## src/rtl/vend_sequencer.sv

```systemverilog
// Vending machine controller: coin credit, fixed-priority product select,
// timed dispense strobe and coin-by-coin change payout.
module vend_sequencer #(
  parameter int PRICE           = 75,
  parameter int MAX_CREDIT      = 100,
  parameter int DISPENSE_CYCLES = 4,
  parameter int CHANGE_GAP      = 2
) (
  input  logic       clock_50MHz,
  input  logic       async_Reset,
  input  logic [2:0] coin_in,
  input  logic [3:0] select_in,
  input  logic       cancel_in,
  output logic [3:0] dispense_out,
  output logic [2:0] change_out,
  output logic       coin_reject,
  output logic       insufficient,
  output logic [7:0] credit,
  output logic [1:0] state_out,
  output logic       busy
);

  typedef enum logic [1:0] {
    S_IDLE     = 2'd0,
    S_CREDIT   = 2'd1,
    S_DISPENSE = 2'd2,
    S_CHANGE   = 2'd3
  } state_e;

  localparam int DCW = $clog2(DISPENSE_CYCLES) + 1;
  localparam int GCW = $clog2(CHANGE_GAP) + 1;
  localparam logic [DCW-1:0] DISP_LAST = DCW'(DISPENSE_CYCLES - 1);
  localparam logic [GCW-1:0] GAP_LAST  = GCW'(CHANGE_GAP - 1);
  localparam logic [8:0]     MAX9      = 9'(MAX_CREDIT);
  localparam logic [7:0]     PRICE8    = 8'(PRICE);

  function automatic logic [7:0] coin_value(input logic [2:0] c);
    case (c)
      3'b001:  coin_value = 8'd5;
      3'b010:  coin_value = 8'd10;
      3'b100:  coin_value = 8'd25;
      default: coin_value = 8'd0;
    endcase
  endfunction

  // Greedy payout: largest coin that does not exceed the remaining credit.
  function automatic logic [2:0] change_coin(input logic [7:0] cr);
    if (cr >= 8'd25)      change_coin = 3'b100;
    else if (cr >= 8'd10) change_coin = 3'b010;
    else if (cr >= 8'd5)  change_coin = 3'b001;
    else                  change_coin = 3'b000;
  endfunction

  function automatic logic [3:0] lowest_set(input logic [3:0] s);
    lowest_set = s & (~s + 4'd1);
  endfunction

  state_e         state_q, state_d;
  logic [7:0]     credit_q, credit_d;
  logic [3:0]     dispense_q, dispense_d;
  logic [2:0]     change_q, change_d;
  logic           reject_q, reject_d;
  logic           insuff_q, insuff_d;
  logic [DCW-1:0] disp_cnt_q, disp_cnt_d;
  logic [GCW-1:0] gap_cnt_q, gap_cnt_d;

  logic       coin_any, coin_onehot, coin_ok, sel_any, can_buy;
  logic [8:0] coin_sum;
  logic [2:0] pay_coin;

  assign coin_any    = (coin_in != 3'b000);
  assign coin_onehot = coin_any && ((coin_in & (coin_in - 3'd1)) == 3'b000);
  assign coin_sum    = {1'b0, credit_q} + {1'b0, coin_value(coin_in)};
  assign coin_ok     = coin_onehot && (coin_sum <= MAX9);
  assign sel_any     = (select_in != 4'b0000);
  assign can_buy     = (credit_q >= PRICE8);
  assign pay_coin    = change_coin(credit_q);

  always_ff @(posedge clock_50MHz or negedge async_Reset) begin
    if (!async_Reset) begin
      state_q    <= S_IDLE;
      credit_q   <= 8'd0;
      dispense_q <= 4'b0000;
      change_q   <= 3'b000;
      reject_q   <= 1'b0;
      insuff_q   <= 1'b0;
      disp_cnt_q <= '0;
      gap_cnt_q  <= '0;
    end else begin
      state_q    <= state_d;
      credit_q   <= credit_d;
      dispense_q <= dispense_d;
      change_q   <= change_d;
      reject_q   <= reject_d;
      insuff_q   <= insuff_d;
      disp_cnt_q <= disp_cnt_d;
      gap_cnt_q  <= gap_cnt_d;
    end
  end

  always_comb begin
    state_d = state_q;
    case (state_q)
      S_IDLE: if (coin_ok) state_d = S_CREDIT;
      S_CREDIT: begin
        if (cancel_in)                state_d = S_CHANGE;
        else if (sel_any && can_buy)  state_d = S_DISPENSE;
      end
      S_DISPENSE: begin
        if (disp_cnt_q == '0) state_d = (credit_q != 8'd0) ? S_CHANGE : S_IDLE;
      end
      S_CHANGE: if (credit_q == 8'd0) state_d = S_IDLE;
      default: state_d = S_IDLE;
    endcase
  end

  always_comb begin
    credit_d   = credit_q;
    dispense_d = dispense_q;
    change_d   = 3'b000;
    reject_d   = 1'b0;
    insuff_d   = 1'b0;
    disp_cnt_d = disp_cnt_q;
    gap_cnt_d  = gap_cnt_q;
    case (state_q)
      S_IDLE: begin
        if (coin_ok)       credit_d = coin_sum[7:0];
        else if (coin_any) reject_d = 1'b1;
      end
      S_CREDIT: begin
        // Cancel and select outrank a coin offered in the same cycle.
        if (cancel_in) begin
          reject_d  = coin_any;
          gap_cnt_d = '0;
        end else if (sel_any) begin
          reject_d = coin_any;
          if (can_buy) begin
            credit_d   = credit_q - PRICE8;
            dispense_d = lowest_set(select_in);
            disp_cnt_d = DISP_LAST;
          end else begin
            insuff_d = 1'b1;
          end
        end else if (coin_ok) begin
          credit_d = coin_sum[7:0];
        end else if (coin_any) begin
          reject_d = 1'b1;
        end
      end
      S_DISPENSE: begin
        reject_d = coin_any;
        if (disp_cnt_q == '0) begin
          dispense_d = 4'b0000;
          gap_cnt_d  = '0;
        end else begin
          disp_cnt_d = disp_cnt_q - DCW'(1);
        end
      end
      S_CHANGE: begin
        reject_d = coin_any;
        if (credit_q != 8'd0) begin
          if (gap_cnt_q == '0) begin
            change_d  = pay_coin;
            credit_d  = credit_q - coin_value(pay_coin);
            gap_cnt_d = GAP_LAST;
          end else begin
            gap_cnt_d = gap_cnt_q - GCW'(1);
          end
        end
      end
      default: ;
    endcase
  end

  assign dispense_out = dispense_q;
  assign change_out   = change_q;
  assign coin_reject  = reject_q;
  assign insufficient = insuff_q;
  assign credit       = credit_q;
  assign state_out    = state_q;
  assign busy         = state_q[1];

endmodule

```

## config.mk

```make
export PLATFORM = sky130hd
export DESIGN_NAME = vend_sequencer
export DESIGN_NICKNAME = d
export VERILOG_FILES = /design/src/rtl/vend_sequencer.sv
export SDC_FILE = /design/constraint.sdc
export NUM_CORES = 1
export LEC_CHECK = 0
export ABC_AREA = 1
export ABC_CLOCK_PERIOD_IN_PS = 3700
export CAP_MARGIN = 5
export CORE_ASPECT_RATIO = 1.5
export CORE_MARGIN = 2
export CORE_UTILIZATION = 30
export DETAILED_ROUTE_END_ITERATION = 16
export GPL_TIMING_DRIVEN = 0
export SLEW_MARGIN = 20
export SYNTH_ARGS = -nofsm -noshare
export SYNTH_HDL_FRONTEND = slang
export SYNTH_SLANG_ARGS = --single-unit
export TNS_END_PERCENT = 50
```

## constraint.sdc

```tcl
create_clock -name clock_50MHz -period 3.7 [get_ports clock_50MHz]
set_input_delay 0.74 -clock clock_50MHz [delete_from_list [all_inputs] [get_ports clock_50MHz]]
set_output_delay 0.74 -clock clock_50MHz [all_outputs]
set_load 0.005 [all_outputs]
```

Word level (Yosys, flattened, before mapping)
Cells that the tools add are included.

cells by class
  add/sub/neg operators = 7
  $lt $le $gt $ge = 5
  bitwise logic cells = 3
  reductions and logical operators = 20
  multiplexer cells = 49
  eq/ne operators = 21

operators by type and width
  cell                                                                                  count
  8-bit two-way mux                                                                     9
  5-bit one-hot mux with 3 select lines                                                 2
  3-bit two-way mux                                                                     8
  8-bit one-hot mux with 3 select lines                                                 1
  2-bit two-way mux                                                                     11
  2-bit != test (second input constant)                                                 10
  4-bit two-way mux                                                                     4
  5-bit AND reduction                                                                   3
  8-bit by 8-bit adder with 9-bit output                                                1
  9-bit by 7-bit less-or-equal comparator with 1-bit output (second input constant)     1
  1-bit two-way mux                                                                     9
  3-bit nonzero test                                                                    3
  8-bit by 3-bit greater-or-equal comparator with 1-bit output (second input constant)  1
  8-bit by 4-bit greater-or-equal comparator with 1-bit output (second input constant)  1
  8-bit by 5-bit greater-or-equal comparator with 1-bit output (second input constant)  1
  8-bit by 7-bit greater-or-equal comparator with 1-bit output (second input constant)  1
  8-bit zero test                                                                       1
  2-bit one-hot mux with 4 select lines                                                 1
  4-bit one-hot mux with 2 select lines                                                 1
  4-bit AND reduction                                                                   2
  8-bit nonzero test                                                                    1
  8-bit by 7-bit subtractor with 8-bit output (second input constant)                   1
  8-bit subtractor                                                                      1
  3-bit by 1-bit == test with 1-bit output (second input constant)                      2
  20 further kinds                                                                      29

word-level totals
  word-level logic and storage cells = 113
  bits of input ports = 10
  flip-flop bits (word level) = 24
  output and inout port bits = 20

Logic depth before layout (Yosys ltp)
Gate-level depths: netlist of the first run.

  word-level depth = 13
  depth in mapped cells = 19
  gate-level depth less buffers = 19

Least setup slack after synthesis of the first run
Ideal clock, no wire load.

  kind = reg-to-reg
  start = reg credit_q[1], in the netlist credit[1]
  end = reg credit_q[6], in the netlist credit[6]
  arrival time = 2.648 ns
  cell stages (with the launch flop) = 18
  period minus slack after synthesis = 2.726 ns
  library setup time = 0.077 ns
  slack = 0.974 ns
  required time = 3.623 ns
  path buffers = 0
  path through = dfrtp_1 > inv_1 > ha_1 > inv_1 > nand3_1 > a311oi_1 > nand2_1 > ha_1 > fa_1 > inv_1 > nand3_1 > nand2_1 > nand2_1 > nand2_1 > o21ai_0 > a21oi_1 > nor2_1 > a21oi_1

between the ends
  word-level cells in the longest chain between the ends = 13
  elaborated cells between the ends (all ways) = 30
  those cells by class = 3 x add/sub; 5 x order compare; 5 x eq/ne; 14 x mux; 3 x reduce/logical

RTL lines
  item                                                          RTL line  RTL
  start, declared                                               59        logic [7:0] credit_q, credit_d;
  start signal, assigned                                        91        credit_q <= credit_d;
  8-bit by 3-bit greater-or-equal comparator with 1-bit output  50        else if (cr >= 8'd5) change_coin = 3'b001;
  1-bit two-way mux                                             50
  2-bit two-way mux                                             49        else if (cr >= 8'd10) change_coin = 3'b010;
  3-bit two-way mux                                             48        if (cr >= 8'd25) change_coin = 3'b100;
  3-bit == test (tied with other cells)                         38        case (c)
  5-bit one-hot mux with 3 select lines                         38
  8-bit two-way mux                                             162       if (gap_cnt_q == '0) begin
  8-bit two-way mux                                             161       if (credit_q != 8'd0) begin
  8-bit two-way mux                                             125       case (state_q)
  8-bit subtractor                                              164       credit_d = credit_q - coin_value(pay_coin);
  8-bit two-way mux                                             162
  8-bit two-way mux                                             161
  8-bit one-hot mux with 3 select lines                         125

Parallel ways exist; a longest one is shown, timed or not. The select of a mux whose other input is x is not followed.
A chain may end at the register's enable or synchronous reset.

Worst setup path in the final report of the first run
  start = in coin_in[2]
  end = reg credit_q[3], in the netlist credit[3]

between the ends
  word-level cells in the longest chain between the ends = 9
  elaborated cells between the ends (all ways) = 16
  those cells by class = 2 x add/sub; 1 x order compare; 3 x eq/ne; 5 x mux; 1 x bitwise; 4 x reduce/logical

RTL lines
  item                                                                                            RTL line  RTL
  start, declared                                                                                 11        input logic [2:0] coin_in,
  3-bit == test (tied with other cells)                                                           38
  5-bit one-hot mux with 3 select lines or 3-bit bitwise AND (tied branches)                      38, 72
  8-bit by 8-bit adder with 9-bit output or 3-bit zero test (tied branches)                       73, 72
  9-bit by 7-bit less-or-equal comparator with 1-bit output or 1-bit logical AND (tied branches)  74, 72
  1-bit logical AND                                                                               74        assign coin_ok = coin_onehot && (coin_sum <= MAX9);
  8-bit two-way mux (*)                                                                           127, 144
  8-bit two-way mux                                                                               135       end else if (sel_any) begin
  8-bit two-way mux                                                                               132       if (cancel_in) begin
  8-bit one-hot mux with 3 select lines (*)                                                       125

Every way passes the cells marked *; elsewhere a longest branch is shown, timed or not. The select of a mux whose other input is x is not followed.

==> results of run 1 <==
==> power by group <==
| part | total (mW) | internal [mW] | switching [mW] |
|---|---|---|---|
| Clock | 0.315 | 0.215 | 0.100 |
| Combinational | 1.76 | 0.677 | 1.08 |
| Sequential | 0.510 | 0.367 | 0.143 |
==> metrics by stage <==
stage	hold slack [ns]	setup WS (ns)	util, %	cell area (um^2)
floorplan	0.444	0.974	-	2350
global placement	0.467	0.0996	36.3	2760
detailed placement	0.488	0.0641	36.2	2760
CTS	0.491	0.331	37.6	2860
global route	0.511	0.0100	37.6	2860
finish	0.459	0.333	37.6	2860
==> synthesized netlist by cell type (5+ instances only) <==
cell type | number | area (um^2)
nand2_1 | 67 | 251
inv_1 | 44 | 165
nor2_1 | 43 | 161
nand3_1 | 42 | 210
o21ai_0 | 25 | 125
dfrtp_1 | 24 | 601
a21oi_1 | 19 | 95.1
ha_1 | 16 | 200
inv_2 | 9 | 33.8
nor3_1 | 8 | 40.0
nand4_1 | 6 | 37.5
nand2_2 | 5 | 31.3
nor2_2 | 5 | 31.3
==> routing by layer <==
metal	share of wire [%]	global-route usage [%]	wire length, um	vias up
li1	-	-	-	1221
met1	41	17.1	2610	1074
met2	55	30.6	3480	35
met3	1.8	0.884	116	8
met4	1.6	5.70	101	0
met5	0	0	0	-
==> worst register-to-register path, stage by stage, from the launching register on <==
cell      delay [ns]
dfrtp_1         0.51
inv_1           0.23
ha_1            0.23
inv_1           0.09
nand3_1         0.09
a311oi_1        0.49
nand2_1         0.12
ha_1            0.26
fa_1            0.37
inv_1           0.10
nand3_1         0.07
nand2_1         0.10
nand2_1         0.08
nand2_1         0.09
o21ai_0         0.08
a21oi_1         0.13
nor2_1          0.06
a21oi_1         0.16
==> final timing paths <==
path	startpoint	endpoint	slack, ns	cells past startpoint
max	coin_in[2]	credit[3]	0.33	18
min	async_Reset	credit[2]	0.46	1
max reg2reg	credit[1]	credit[6]	0.37	17
min reg2reg	disp_cnt_q[2]	disp_cnt_q[2]	0.50	2
max in group asynchronous	async_Reset	credit[5]	2.88	1
min in group clock_50MHz	disp_cnt_q[2]	disp_cnt_q[2]	0.50	2
==> cell type report <==
| cell class | instances | area [um^2] | share of cell area [%] |
|---|---|---|---|
| plain buffers | 5 | 26.3 | 0.917 |
| inverters | 53 | 199 | 6.95 |
| clock buffers | 3 | 75.1 | 2.62 |
| clock inverters | 1 | 30.0 | 1.05 |
| well taps | 102 | 128 | 4.46 |
| repair buffers | 29 | 285 | 9.96 |
| multi-input cells | 268 | 1520 | 53.1 |
| flip-flops and latches | 24 | 601 | 21.0 |
==> cells by family (layout without fill, tap and decap cells) <==
kind of cell    count (synthesis)  in the layout  share of synthesized area (%)
fa+ha+maj                      18             18                           10.2
simple gates                  190            190                           39.7
buf+inv                        58             91                           9.60
xor+xnor                        2              2                          0.747
compound gates                 58             58                           14.1
flops                          24             24                           25.6
==> flip-flops by register name (all words and copies together) (netlist names) <==
name and flops:
insufficient 1, change_out 3, state_out 2, coin_reject 1, disp_cnt_q 3, gap_cnt_q 2, credit 8, dispense_out 4
==> metrics.yaml, run 1 <==
floorplan:
  start_util_pct: 30.8
  die_w_um: 76.2
  die_area_um2: 8560
  ioPinCount: 30
  die_h_um: 112
  coreArea_um2: 7610
  rows: 39
clock_tree:
  cts_tree: "done"
  htreeDepth: 1
  hold_buffers: 0
  cts_sinks: 24
  cts-resized-gates: 0
  cts_buffers: 3
  cts_root_buffer: "clkbuf_16"
  clock_path_buffers: 2
  clkLatencyLatePin_ns: 0.26
  post_cts_buffers: 0
  path_clk_slew_ns: 0.06
synthesis:
  syn_area_um2: 2350
  seq_area_frac_synth_pct: 25.6
  synth.distinct_cells: 38
  ys_warn_count: 0
  synth-edff-count: 0
  synthesis.nets: 378
  ys_async_sr_fraction_pct: 100
  ys_seq_elements: 24
  syn_inst: 350
  yosys_most_used_dff: "dfrtp_1"
  avgSynthCellArea_um2: 6.70
sta:
  fin_crit_ns: 3.37
  fin_crit_sh_pct: 91.0
  fmax_mhz: 297
  worst_slew_pin_slew_ns: 0.566
  setup-violations-final: 0
  rsz0062_at_grt: "false"
  setup_tns_ns: 0
  slew_headroom_pct: 62.0
  skew_ns: 0.00356
  final_hold_viol_count: 0
  maxSlewViolCount: 0
finish:
  num_antenna_cells: 0
  final.fill_count: 838
  drive_above_1_share_pct: 11.7
  layoutNonFillerInstCount: 485
  syn_to_final_growth_pct: 22.1
  final_common_cell: "nand2_1"
  finalNetCount: 412
  final_cell_mix: "nand2_1, inv_1, nor2_1, nand3_1, clkdlybuf4s50_1"
hold_path:
  worstHoldPathType: "input port to async pin"
global_route:
  grt_usage_pct: 15.4
  grt_max_degree: 25
  grt-ovfl-total: 0
  grt_pass1_vias: 2373
  antenna_found_initial: 0
  grt_pass1_wl_um: 10900
detailed_routing:
  drtPass1Iterations: 4
  wire_per_inst_um: 13.0
  ant_nets: 0
  drc: 0
  vias_per_cell: 4.82
  drtIter0Drc: 111
  drt_wl_total_um: 6300
  vias: 2338
critical_path:
  max_stage_delay_ns: 0.51
  crit_path_max_fanout: 9
  crit_family: "simple AND/OR/NAND/NOR gates"
  critPathCaptureType: "flip-flop"
  cpMostUsedCell: "nand2_1"
  cp_num_buf_inv: 4
  path_class: "input port to flip-flop"
  crit_slowest_cell: "clkdlybuf4s50_1"
  critPathLaunchType: "input port"
  cp.arrival_ns: 3.54
  cp_cell_sequence: "clkdlybuf4s50_1 -> nor3_2 -> inv_1 -> o21ai_0 -> ha_1 -> inv_1 -> fa_1 -> inv_1 -> nand2_1 -> nand2_1 -> nand3_1 -> nand2_1 -> nand3_1 -> nand3_4 -> nand2_4 -> nand2_1 -> nand3_1 -> a21oi_1"
  required_ns: 3.87
placed_design:
  place_congestion: 0.871
  hpwl_um: 5030
  io_buffers: 29
  dp_cells: 481
power_and_ir_drop:
  leakage_nw: 1.42
  vdd_drop_max_v: 0.000251
  pwr_density_cell_nw_per_um2: 902
  fin_total_pwr_mw: 2.58
status:
  status: "complete, no violations"
run:
  maxCapViolCount: 0
(Power assumes the default switching activity.)
==> inputs of run 2 (changes only) <==
Settings changed: ABC_CLOCK_PERIOD_IN_PS 3700 to 2920, GPL_ROUTABILITY_DRIVEN from default to 0, PLACE_DENSITY_LB_ADDON from default to 0.2.
Clock period 3.7 ns to 2.92 ns, I/O delays scaled along.
==> run 2 against run 1 <==
Net effect:
- clock-buffer cell count did not move
- final area rose by 5.9%
- register-to-register slack got worse by 0.17 ns
- core utilization rose by 2.2 points
- die area did not move
- total power rose by 35%
- flip-flop and latch count did not move
- global-route usage rose by 0.23 points
- largest cell class unchanged
==> metrics.yaml, run 2 (synthesis results as in run 1) <==
status:
  status: "complete, no violations"
finish:
  final_cell_mix: "nand2_1, nor2_1, nand3_1, inv_1, clkdlybuf4s50_1"
  num_antenna_cells: 0
  finalNetCount: 425
  final_common_cell: "nand2_1"
  fin_util_pct: 39.9
  syn_to_final_growth_pct: 29.3
  largest_register_ffs: 8
  drive_above_1_share_pct: 20.5
critical_path:
  crit_slowest_cell: "fa_2"
  required_ns: 3.11
  path_class: "input port to flip-flop"
  cpMostUsedCell: "nand2_2"
  critPathCaptureType: "flip-flop"
  critPathLaunchType: "input port"
  rr_startpoint: "credit[0]"
  max_stage_delay_ns: 0.39
  cp.arrival_ns: 2.94
  crit_path_max_fanout: 8
  crit_family: "simple AND/OR/NAND/NOR gates"
  critical_path.startpoint: "coin_in[2]"
  cp_cell_sequence: "dlygate4sd2_1 -> nor3_2 -> inv_1 -> o21ai_2 -> ha_2 -> inv_1 -> fa_2 -> inv_2 -> nand2_2 -> nand2_2 -> nand3_1 -> nand2_2 -> nand3_2 -> nand3_4 -> nand2_8 -> nand2_1 -> nand3_1 -> a21oi_1"
  cp_num_buf_inv: 4
detailed_routing:
  drc: 0
  drt_wl_total_um: 6410
  drtPass1Iterations: 4
  vias: 2420
  drtIter0Drc: 83
  ant_nets: 0
  vias_per_cell: 4.86
  wire_per_inst_um: 12.9
run:
  maxCapViolCount: 0
global_route:
  antenna_found_initial: 0
  grt_max_degree: 25
  grt_pass1_vias: 2367
  grt_usage_pct: 15.7
  grt_pass1_wl_um: 10900
  grt-ovfl-total: 0
clock_tree:
  path_clk_slew_ns: 0.07
  cts_buffers: 3
  clkLatencyLatePin_ns: 0.26
  clock_path_buffers: 2
  htreeDepth: 1
  cts_root_buffer: "clkbuf_16"
  cts_tree: "done"
  cts_sinks: 24
floorplan:
  die_w_um: 76.2
  die_area_um2: 8560
  rows: 39
  start_util_pct: 30.8
  die_h_um: 112
  coreArea_um2: 7610
  ioPinCount: 30
placed_design:
  io_buffers: 29
  hpwl_um: 5040
power_and_ir_drop:
  leakage_nw: 1.49
  vdd_drop_max_v: 0.000424
  intPower_mw: 1.74
  seq_power_share_pct: 18.3
  power_switching_share_pct: 50.0
  clkPwrFrac_pct: 11.5
  pwr_density_cell_nw_per_um2: 1150
  combPwrFrac_pct: 70.2
  p_sw_mw: 1.74
hold_path:
  worstHoldPathType: "input port to async pin"
sta:
  final_hold_viol_count: 0
  fin_crit_sh_pct: 94.1
  skew_ns: 0.00441
  slew_headroom_pct: 61.0
  setup_tns_ns: 0
  fin_crit_ns: 2.75
  worst_slew_pin_slew_ns: 0.585
  maxSlewViolCount: 0
  fmax_mhz: 364
  setup-violations-final: 0
  hold_ws_ns: 0.317
  rsz0062_at_grt: "true"
run 2: cell types whose count changed in the layout (fill, tap and decap cells not counted), moves of 2 or more:
cell             change
dfrtp_2              +4
nand2_2              +4
dlymetal6s2s_1       +2
o21ai_0              -5
buf_4               +11
o21ai_1              +4
clkdlybuf4s50_1      -3
inv_1                -6
ha_1                 -3
dfrtp_1              -4
ha_2                 +3
inv_2                +4
nand2_1              -4
run 2: area by class of cell:
cell class | count | area, um^2
Inverter | 53 | 205
Timing Repair Buffer | 41 | 383
Tap cell | 102 | 128
Fill cell | 855 | 4580
Clock buffer | 3 | 75.1
Multi-Input combinational cell | 269 | 1580
Buffer | 5 | 26.3
Clock inverter | 1 | 30.0
Sequential cell | 24 | 606
run 2: through the flow:
stage / worst slack, ns / power (mW) / area, um^2 / cells
6_report: 0.171 / 3.48 / 3030 / 498
5_1_grt: -0.0552 / 3.87 / 3030 / 498
4_1_cts: 0.0257 / 3.41 / 2960 / 493
3_5_place_dp: -0.485 / 2.86 / 2760 / 481
3_3_place_gp: -0.462 / 2.85 / 2760 / 481
2_1_floorplan: 0.194 / 2.20 / 2350 / 350
run 2: final timing paths:
check | to | slack [ns] | cells after the start
worst min-delay path | credit[2] | 0.32 | 1
worst min register to register | disp_cnt_q[2] | 0.50 | 2
worst max-delay path | credit[2] | 0.17 | 18
min in group clock_50MHz | disp_cnt_q[2] | 0.50 | 2
worst max register to register | credit[6] | 0.20 | 16
max in group asynchronous | credit[7] | 2.18 | 1
run 2: what timing repair did:
| item | CTS | global route |
|---|---|---|
| hold buffers | 0 | 0 |
| setup endpoints to repair | 11 | 11 |
| pin swaps | 3 | 11 |
| buffers inserted | 8 | 4 |
| cloned | 0 | 1 |
| resized for setup | 12 | 22 |
run 2: power groups by stage:
stage               Sequential [mW]  Combinational, mW  Clock (mW)
floorplan                     0.607               1.60           0
global placement              0.650               2.20           0
detailed placement            0.647               2.22           0
CTS                           0.636               2.36       0.411
global route                  0.665               2.77       0.431
finish                        0.638               2.44       0.400
run 2: worst register-to-register path, stage by stage, from the launching register on:
cell and delay (ns):
dfrtp_2 0.44, inv_2 0.11, ha_1 0.20, nand3_1 0.11, a311oi_2 0.28, nand2_1 0.10
ha_2 0.21, fa_1 0.37, inv_2 0.08, nand3_1 0.06, nand2_1 0.11, nand2_1 0.07
nand2_1 0.09, o21ai_0 0.08, a21oi_1 0.14, nor2_1 0.07, a21oi_1 0.13
run 2: per-layer routing:
layer  GRT usage, %  up-vias  share of wire [%]
met5              0        -                  0
met4           5.58        0                2.6
met3           1.53       10                2.1
met2           31.4       38                 57
met1           16.6     1122                 39
li1               -     1250                  -
==> inputs of run 3 (changes only) <==
Settings changed: CTS_CLUSTER_DIAMETER from default to 40.
==> results of run 3 <==
The final DEF is identical to that of run 2; final timing and power are the same.
